[config.mk]
export PLATFORM = sky130hd
export DESIGN_NAME = pool_patch_gen
export DESIGN_NICKNAME = d
export VERILOG_FILES = /design/src/rtl/pool_patch_gen_pkg.sv /design/src/rtl/pool_line_buf.sv /design/src/rtl/pool_patch_gen.sv
export SDC_FILE = /design/constraint.sdc
export NUM_CORES = 1
export LEC_CHECK = 0
export ABC_AREA = 0
export CAP_MARGIN = 20
export CORE_MARGIN = 2
export CORE_UTILIZATION = 50
export DETAILED_ROUTE_END_ITERATION = 10
export PLACE_DENSITY_LB_ADDON = 0.15
export RECOVER_POWER = 100
export SLEW_MARGIN = 20
export SYNTH_ARGS = -nofsm -noshare
export SYNTH_HDL_FRONTEND = slang
export SYNTH_SLANG_ARGS = --single-unit
[constraint.sdc]
create_clock -name CLK -period 6.4 [get_ports CLK]
set_input_delay 1.28 -clock CLK [delete_from_list [all_inputs] [get_ports CLK]]
set_output_delay 1.28 -clock CLK [all_outputs]
set_load 0.02 [all_outputs]
[src/rtl/pool_patch_gen_pkg.sv]
// Shared definitions for the 2x2 max-pool datapath.
//   - DATAWIDTH_DEF : default pixel width
//   - PATCH_*       : slice indices inside a packed PATCH word; slice i is
//                     PATCH[i*DATAWIDTH +: DATAWIDTH] (the comparator uses the same map)
//   - pool_state_e  : line-phase states of the patch generator
//   - cnt_width()   : counter width for a given range, never below one bit
package pool_patch_gen_pkg;

    localparam int DATAWIDTH_DEF = 16;

    localparam int PATCH_TL = 3;
    localparam int PATCH_TR = 2;
    localparam int PATCH_BL = 1;
    localparam int PATCH_BR = 0;

    typedef enum logic [0:0] {
        S_TOP = 1'b0,
        S_BOT = 1'b1
    } pool_state_e;

    function automatic int cnt_width(input int n);
        return (n > 1) ? $clog2(n) : 1;
    endfunction

endpackage

[src/rtl/pool_line_buf.sv]
// One image line of pixel storage: simple dual-port RAM, synchronous write,
// registered read, no reset (contents are don't-care until written).
//   clk     : clock, rising edge
//   wr_en   : write strobe
//   wr_addr : write address
//   wr_data : write data
//   rd_addr : read address, sampled every cycle
//   rd_data : word at the address sampled on the previous edge
module pool_line_buf #(
    parameter int DATAWIDTH = 16,
    parameter int DEPTH     = 28,
    parameter int AW        = 5
) (
    input  logic                 clk,
    input  logic                 wr_en,
    input  logic [AW-1:0]        wr_addr,
    input  logic [DATAWIDTH-1:0] wr_data,
    input  logic [AW-1:0]        rd_addr,
    output logic [DATAWIDTH-1:0] rd_data
);

    logic [DATAWIDTH-1:0] mem_r [DEPTH];
    logic [DATAWIDTH-1:0] rd_data_r;

    // Write port
    always_ff @(posedge clk) begin
        if (wr_en) begin
            mem_r[wr_addr] <= wr_data;
        end
    end

    // Registered read port
    always_ff @(posedge clk) begin
        rd_data_r <= mem_r[rd_addr];
    end

    assign rd_data = rd_data_r;

endmodule

[src/rtl/pool_patch_gen.sv]
// Producer for the 2x2 max-pool datapath. Takes a raster pixel stream,
// keeps the top line of each line pair in a line buffer and emits every
// non-overlapping 2x2 window as one packed PATCH word.
//   CLK       : clock, rising edge
//   rst       : asynchronous active-high reset
//   IN_VALID  : IN_PIXEL valid
//   IN_READY  : a pixel can be accepted this cycle
//   IN_PIXEL  : raster pixel, row-major, column 0 first
//   OUT_VALID : PATCH / OUT_LAST valid
//   OUT_READY : downstream accepts the patch
//   PATCH     : {top-left, top-right, bottom-left, bottom-right}, top-left in MSBs
//   OUT_LAST  : final patch of the frame
module pool_patch_gen
    import pool_patch_gen_pkg::*;
#(
    parameter int DATAWIDTH = DATAWIDTH_DEF,
    parameter int IMG_W     = 28,
    parameter int IMG_H     = 28
) (
    input  logic                   CLK,
    input  logic                   rst,
    input  logic                   IN_VALID,
    output logic                   IN_READY,
    input  logic [DATAWIDTH-1:0]   IN_PIXEL,
    output logic                   OUT_VALID,
    input  logic                   OUT_READY,
    output logic [4*DATAWIDTH-1:0] PATCH,
    output logic                   OUT_LAST
);

    localparam int CW = cnt_width(IMG_W);
    localparam int RW = cnt_width(IMG_H);
    localparam logic [CW-1:0] COL_LAST = CW'(IMG_W - 1);
    localparam logic [RW-1:0] ROW_LAST = RW'(IMG_H - 1);

    pool_state_e            state_r;
    logic [CW-1:0]          col_r;
    logic [RW-1:0]          row_r;
    logic [DATAWIDTH-1:0]   bl_r;
    logic [DATAWIDTH-1:0]   tl_r;
    logic [4*DATAWIDTH-1:0] patch_r;
    logic                   out_valid_r;
    logic                   out_last_r;

    logic                   in_ready_s;
    logic                   in_beat_s;
    logic                   load_s;
    logic                   lb_wr_en_s;
    logic [CW-1:0]          col_nxt_s;
    logic [RW-1:0]          row_nxt_s;
    logic [DATAWIDTH-1:0]   lb_rd_s;
    logic [4*DATAWIDTH-1:0] patch_nxt_s;

    // The whole block stalls while a patch is waiting, whatever the state.
    assign in_ready_s = !out_valid_r || OUT_READY;
    assign in_beat_s  = IN_VALID && in_ready_s;
    assign lb_wr_en_s = in_beat_s && (state_r == S_TOP);
    // Odd column of a bottom line completes a window.
    assign load_s     = in_beat_s && (state_r == S_BOT) && col_r[0];

    // Column/row counters for the next cycle
    always_comb begin
        col_nxt_s = col_r;
        row_nxt_s = row_r;
        if (in_beat_s) begin
            if (col_r == COL_LAST) begin
                col_nxt_s = {CW{1'b0}};
                if (row_r == ROW_LAST) begin
                    row_nxt_s = {RW{1'b0}};
                end else begin
                    row_nxt_s = row_r + RW'(1'b1);
                end
            end else begin
                col_nxt_s = col_r + CW'(1'b1);
            end
        end else begin
            col_nxt_s = col_r;
        end
    end

    // The read address is the column the counter will hold next cycle, so the
    // registered read data always reflects LB[col_r]. That gives the top-left
    // word on the even bottom beat (captured into tl_r) and the top-right word
    // on the odd bottom beat, even with back-to-back pixels.
    pool_line_buf #(
        .DATAWIDTH (DATAWIDTH),
        .DEPTH     (IMG_W),
        .AW        (CW)
    ) u_line_buf (
        .clk     (CLK),
        .wr_en   (lb_wr_en_s),
        .wr_addr (col_r),
        .wr_data (IN_PIXEL),
        .rd_addr (col_nxt_s),
        .rd_data (lb_rd_s)
    );

    // Assemble the window word from its four slices
    always_comb begin
        patch_nxt_s = {(4*DATAWIDTH){1'b0}};
        patch_nxt_s[PATCH_TL*DATAWIDTH +: DATAWIDTH] = tl_r;
        patch_nxt_s[PATCH_TR*DATAWIDTH +: DATAWIDTH] = lb_rd_s;
        patch_nxt_s[PATCH_BL*DATAWIDTH +: DATAWIDTH] = bl_r;
        patch_nxt_s[PATCH_BR*DATAWIDTH +: DATAWIDTH] = IN_PIXEL;
    end

    // Line-phase FSM with counters and the bottom-row holding registers
    always_ff @(posedge CLK or posedge rst) begin
        if (rst) begin
            state_r <= S_TOP;
            col_r   <= {CW{1'b0}};
            row_r   <= {RW{1'b0}};
            bl_r    <= {DATAWIDTH{1'b0}};
            tl_r    <= {DATAWIDTH{1'b0}};
        end else begin
            col_r <= col_nxt_s;
            row_r <= row_nxt_s;
            case (state_r)
                S_TOP: begin
                    if (in_beat_s && (col_r == COL_LAST)) begin
                        state_r <= S_BOT;
                    end
                end
                S_BOT: begin
                    if (in_beat_s) begin
                        if (!col_r[0]) begin
                            bl_r <= IN_PIXEL;
                            tl_r <= lb_rd_s;
                        end
                        if (col_r == COL_LAST) begin
                            state_r <= S_TOP;
                        end
                    end
                end
                default: begin
                    state_r <= S_TOP;
                end
            endcase
        end
    end

    // Output holding register: load wins over drain, hold while stalled
    always_ff @(posedge CLK or posedge rst) begin
        if (rst) begin
            patch_r     <= {(4*DATAWIDTH){1'b0}};
            out_valid_r <= 1'b0;
            out_last_r  <= 1'b0;
        end else if (load_s) begin
            patch_r     <= patch_nxt_s;
            out_valid_r <= 1'b1;
            out_last_r  <= (row_r == ROW_LAST) && (col_r == COL_LAST);
        end else if (OUT_READY) begin
            out_valid_r <= 1'b0;
            out_last_r  <= 1'b0;
        end
    end

    assign IN_READY  = in_ready_s;
    assign OUT_VALID = out_valid_r;
    assign PATCH     = patch_r;
    assign OUT_LAST  = out_last_r;

endmodule

==> out/summary.md <==
The number of hold violations in the final report was 0; the final sum of negative setup slack was 0 ps. The worst hold path begins at PATCH[2]$_DFFE_PP0P_. The share of flip-flops with an asynchronous set or reset after synthesis is 0.1902, and the total of max-cap violations is 18. Final period utilization: 0.7846.

The most critical setup path has its startpoint at IN_VALID. For the worst-case headroom to the max-slew limit, the log shows -0.9314. The placer's final routability congestion estimate was 0.8610. The total global-route track usage was 0.2406; the post-detailed-route DRC marker count was 0. Clock skew on the completed layout was measured at 32.34 ps.

The number of cells in the design after placement was 1914; the number of buffer cells added on primary ports was 86. In this run the worst hold path is classified as flip-flop to flip-flop. The run gives 1279 as the number of nets produced by synthesis. Maximum frequency from static timing analysis: 199.1 MHz. The kind of start point of the critical path is a primary input. The first-pass GRT wire length came out at 78110 um. In this run the critical register-to-register path is launched from col_r[0]$_DFF_PP0_. The I/O pin count was 87. The vertical die dimension is 213.3 um, and the total wire length is 53130 um. TritonCTS built the clock tree. The number of sinks handled by clock tree synthesis is 573. After clock tree synthesis, the setup repair step added 0 buffers.

The final reports fail on max-capacitance violations, max-slew violations. Setup repair after global routing left no endpoint under its margin. The number of nets in the layout is 1413, and the horizontal die dimension is 213.3 um. Counting flops with a built-in enable in the synthesized netlist gives 448.

Data arrives at the worst endpoint at 5470 ps. The tools report the standby leakage power as 0.009158 uW. The average cell area after synthesis was 17.47 um^2. The flow ran to the end, but the final reports show violations. The cell count after synthesis came out at 1254. The first detailed-routing pass took 5 iterations. Biggest fanout along the worst timing path: 63. From synthesis to final layout, the design area changed by 15.17%. The proportion of total power due to net switching was 0.3244; the Yosys warning count was 0.

Counting I/O delays and the setup requirement, the final critical path takes 5021 ps. Post-synthesis sequential area ratio: 0.7533. The tools report the later-pin clock latency in the skew report as 620 ps.

For this run, the leading register cell type out of synthesis is edfxtp_1. Entering global routing, the biggest net connects 68 pins. The floorplan step defined a die boundary enclosing 45500 um^2. In this run the core area contains 76 standard-cell rows.

The total congestion overflow is 0, and the number of antenna violations at the first check in global routing is 4. The critical path in this run is classified as primary input to flip-flop. Clock tree synthesis inserted a total of 57 buffers. The run gives 0 as the hold buffer count at CTS. For the pin with the worst max-slew slack, the measured transition is 2881 ps. The core region is 43170 um^2.

Setup violations remaining at the end of the flow were counted as 0. Placement-stage cell area: 23600 um^2. The starting utilization of the core area is 0.5074, and the reg-to-reg setup timing slack is 1970 ps. For the power dissipated by switching net loads, the log shows 3581 uW. The run gives 11790 as the count of vias placed by the detailed router. The area of the mapped netlist was 21910 um^2; the combinational power share was 0.277. The average detailed-routed wire length per instance is 26.25 um, and the deepest level of the CTS H-tree is 2. The total power per unit cell area was 437.6 nW/um^2. In this run the remaining antenna-violating nets after routing total 0. STA classifies the critical path endpoint as a flip-flop. Total internal power: 7459 uW.

The share of layout cells above drive strength 1 works out to 0.1698. The worst vdd rail ir drop is 326.1 uV. Fill cells in the final layout number 3308.

The part of the power in the clock network is 0.292, and the routed via count divided by cell count is 5.825. With fillers left out, the area of the finished cells amounts to 25230 um^2. The final count of pins violating max slew came out at 566. After synthesis the netlist holds a flip-flop and latch count of 573. The tools report the detailed placement HPWL as 32100 um. The run gives 6850 ps as the critical path data required time.

Excluding fillers, the count of instances in the completed layout stands at 2024. The clock slew seen by the registers of the worst setup and hold paths works out to 60 ps. Sequential share of power: 0.431. Synthesis instantiated 48 different standard cells from the library. Gates resized during post-CTS repair numbered 0. Clock tree synthesis selected as its root buffer the cell clkbuf_16. The run gives 11770 as the via count of the first global-routing pass.

The DRC violation total after the first TritonRoute iteration came out at 1222. Counting along the longest clock path gives a buffer depth of 3.
[worst paths after layout]
check,cells past startpoint,end
worst max-delay path,10,u_line_buf.rd_data[3]$_DFF_P_
worst min register to register,1,PATCH[2]$_DFFE_PP0P_
max in group asynchronous,3,tl_r[12]$_DFFE_PP0P_
min in group asynchronous,2,PATCH[5]$_DFFE_PP0P_
worst min-delay path,1,PATCH[2]$_DFFE_PP0P_
worst max register to register,10,u_line_buf.rd_data[3]$_DFF_P_
[power groups by stage]
stage | clock network, uW | registers (uW) | logic (uW)
finish | 3230 | 4760 | 3060
global route | 3430 | 4800 | 3260
CTS | 3280 | 4760 | 3150
detailed placement | 0 | 4830 | 3140
global placement | 0 | 4820 | 3110
floorplan | 0 | 4870 | 1850
[metrics by stage]
step | hold slack, ps | setup slack [ps] | utilization | total power (uW)
2_1_floorplan | 454.0 | 2246 | - | 6718
3_3_place_gp | 480.4 | 1355 | 0.5467 | 7931
3_5_place_dp | 490.1 | 1315 | 0.5467 | 7974
4_1_cts | 502.1 | 1967 | 0.5886 | 11190
5_1_grt | 508.7 | 1159 | 0.5843 | 11490
6_report | 498.7 | 1379 | 0.5844 | 11040
[cells in the mapped netlist (4+ instances only)]
master,n,share of area
nor2_1,35,0.0060
dfxtp_1,16,0.015
a21oi_1,52,0.012
inv_1,5,0.00086
nand2_1,120,0.021
o21ai_0,5,0.0011
ha_1,5,0.0029
nor2b_1,5,0.0014
dfrtp_1,109,0.12
nor3_2,11,0.0050
inv_2,4,0.00069
mux2i_1,108,0.049
edfxtp_1,448,0.61
nand3_1,22,0.0050
buf_1,6,0.0010
a311oi_1,15,0.0060
o221ai_1,45,0.018
mux4_2,31,0.032
mux2_2,101,0.052
a32oi_1,15,0.0060
buf_4,5,0.0017
clkbuf_1,23,0.0039
buf_6,7,0.0036
nor3_1,7,0.0016
buf_2,24,0.0055
[final cells by class]
| class | count | area [um^2] | area share |
|---|---|---|---|
| antenna | 2 | 5.005 | 0.0001984 |
| timing repair buffer | 140 | 1104 | 0.04374 |
| clock buffer | 75 | 1534 | 0.06080 |
| multi-input combinational | 607 | 5044 | 0.1999 |
| sequential | 573 | 16500 | 0.6540 |
| inverter | 9 | 36.28 | 0.001438 |
| clock inverter | 33 | 274.0 | 0.01086 |
| tap | 585 | 732.0 | 0.02901 |
[critical path, cell delays in order]
cell and delay [ps]:
dlygate4sd3_1 600, and2_0 200, nand2_1 290, mux2i_4 300, clkinvlp_2 630, buf_4 620
mux2i_1 300, o221ai_1 250, a311oi_1 850, nor3_2 60
[flip-flops by register name, indices dropped and copies added, names as in the netlist]
register	flops
OUT_LAST	1
OUT_VALID	1
u_line_buf.rd_data	16
state_r	1
u_line_buf.mem_r	448
col_r	5
tl_r	16
bl_r	16
PATCH	64
row_r	5
[logic make-up (layout without fill, tap and decap cells)]
logic type,Yosys count,after routing,synth area share
other,0,2,0
AOI/OAI and AO/OA,145,145,0.04764
DFF,573,573,0.7533
and+or+nand+nor,216,216,0.04529
adders and majority gates,5,5,0.002856
buffers and inverters,74,257,0.01731
muxes,241,241,0.1337
[layout by cell type (no fill, tap or decap), types with 31 or more instances in the layout]
master,synthesis,final
mux4_2,31,31
dlygate4sd3_1,0,84
mux2i_1,108,107
a21oi_1,52,52
edfxtp_1,448,448
nor2_1,35,36
nand2_1,120,121
mux2_2,101,100
clkbuf_1,23,60
dfrtp_1,109,109
o221ai_1,45,45
clkbuf_16,0,57
[metal layers]
metal  vias to the layer above  routed length [um]  global-route usage
li1                       5178                   -                   -
met4                         0                1574             0.08238
met1                      6138               21860              0.3262
met3                        89                3712             0.04957
met2                       385               25980              0.3912
met5                         -                   0                   0
(Power assumes the default switching activity.)
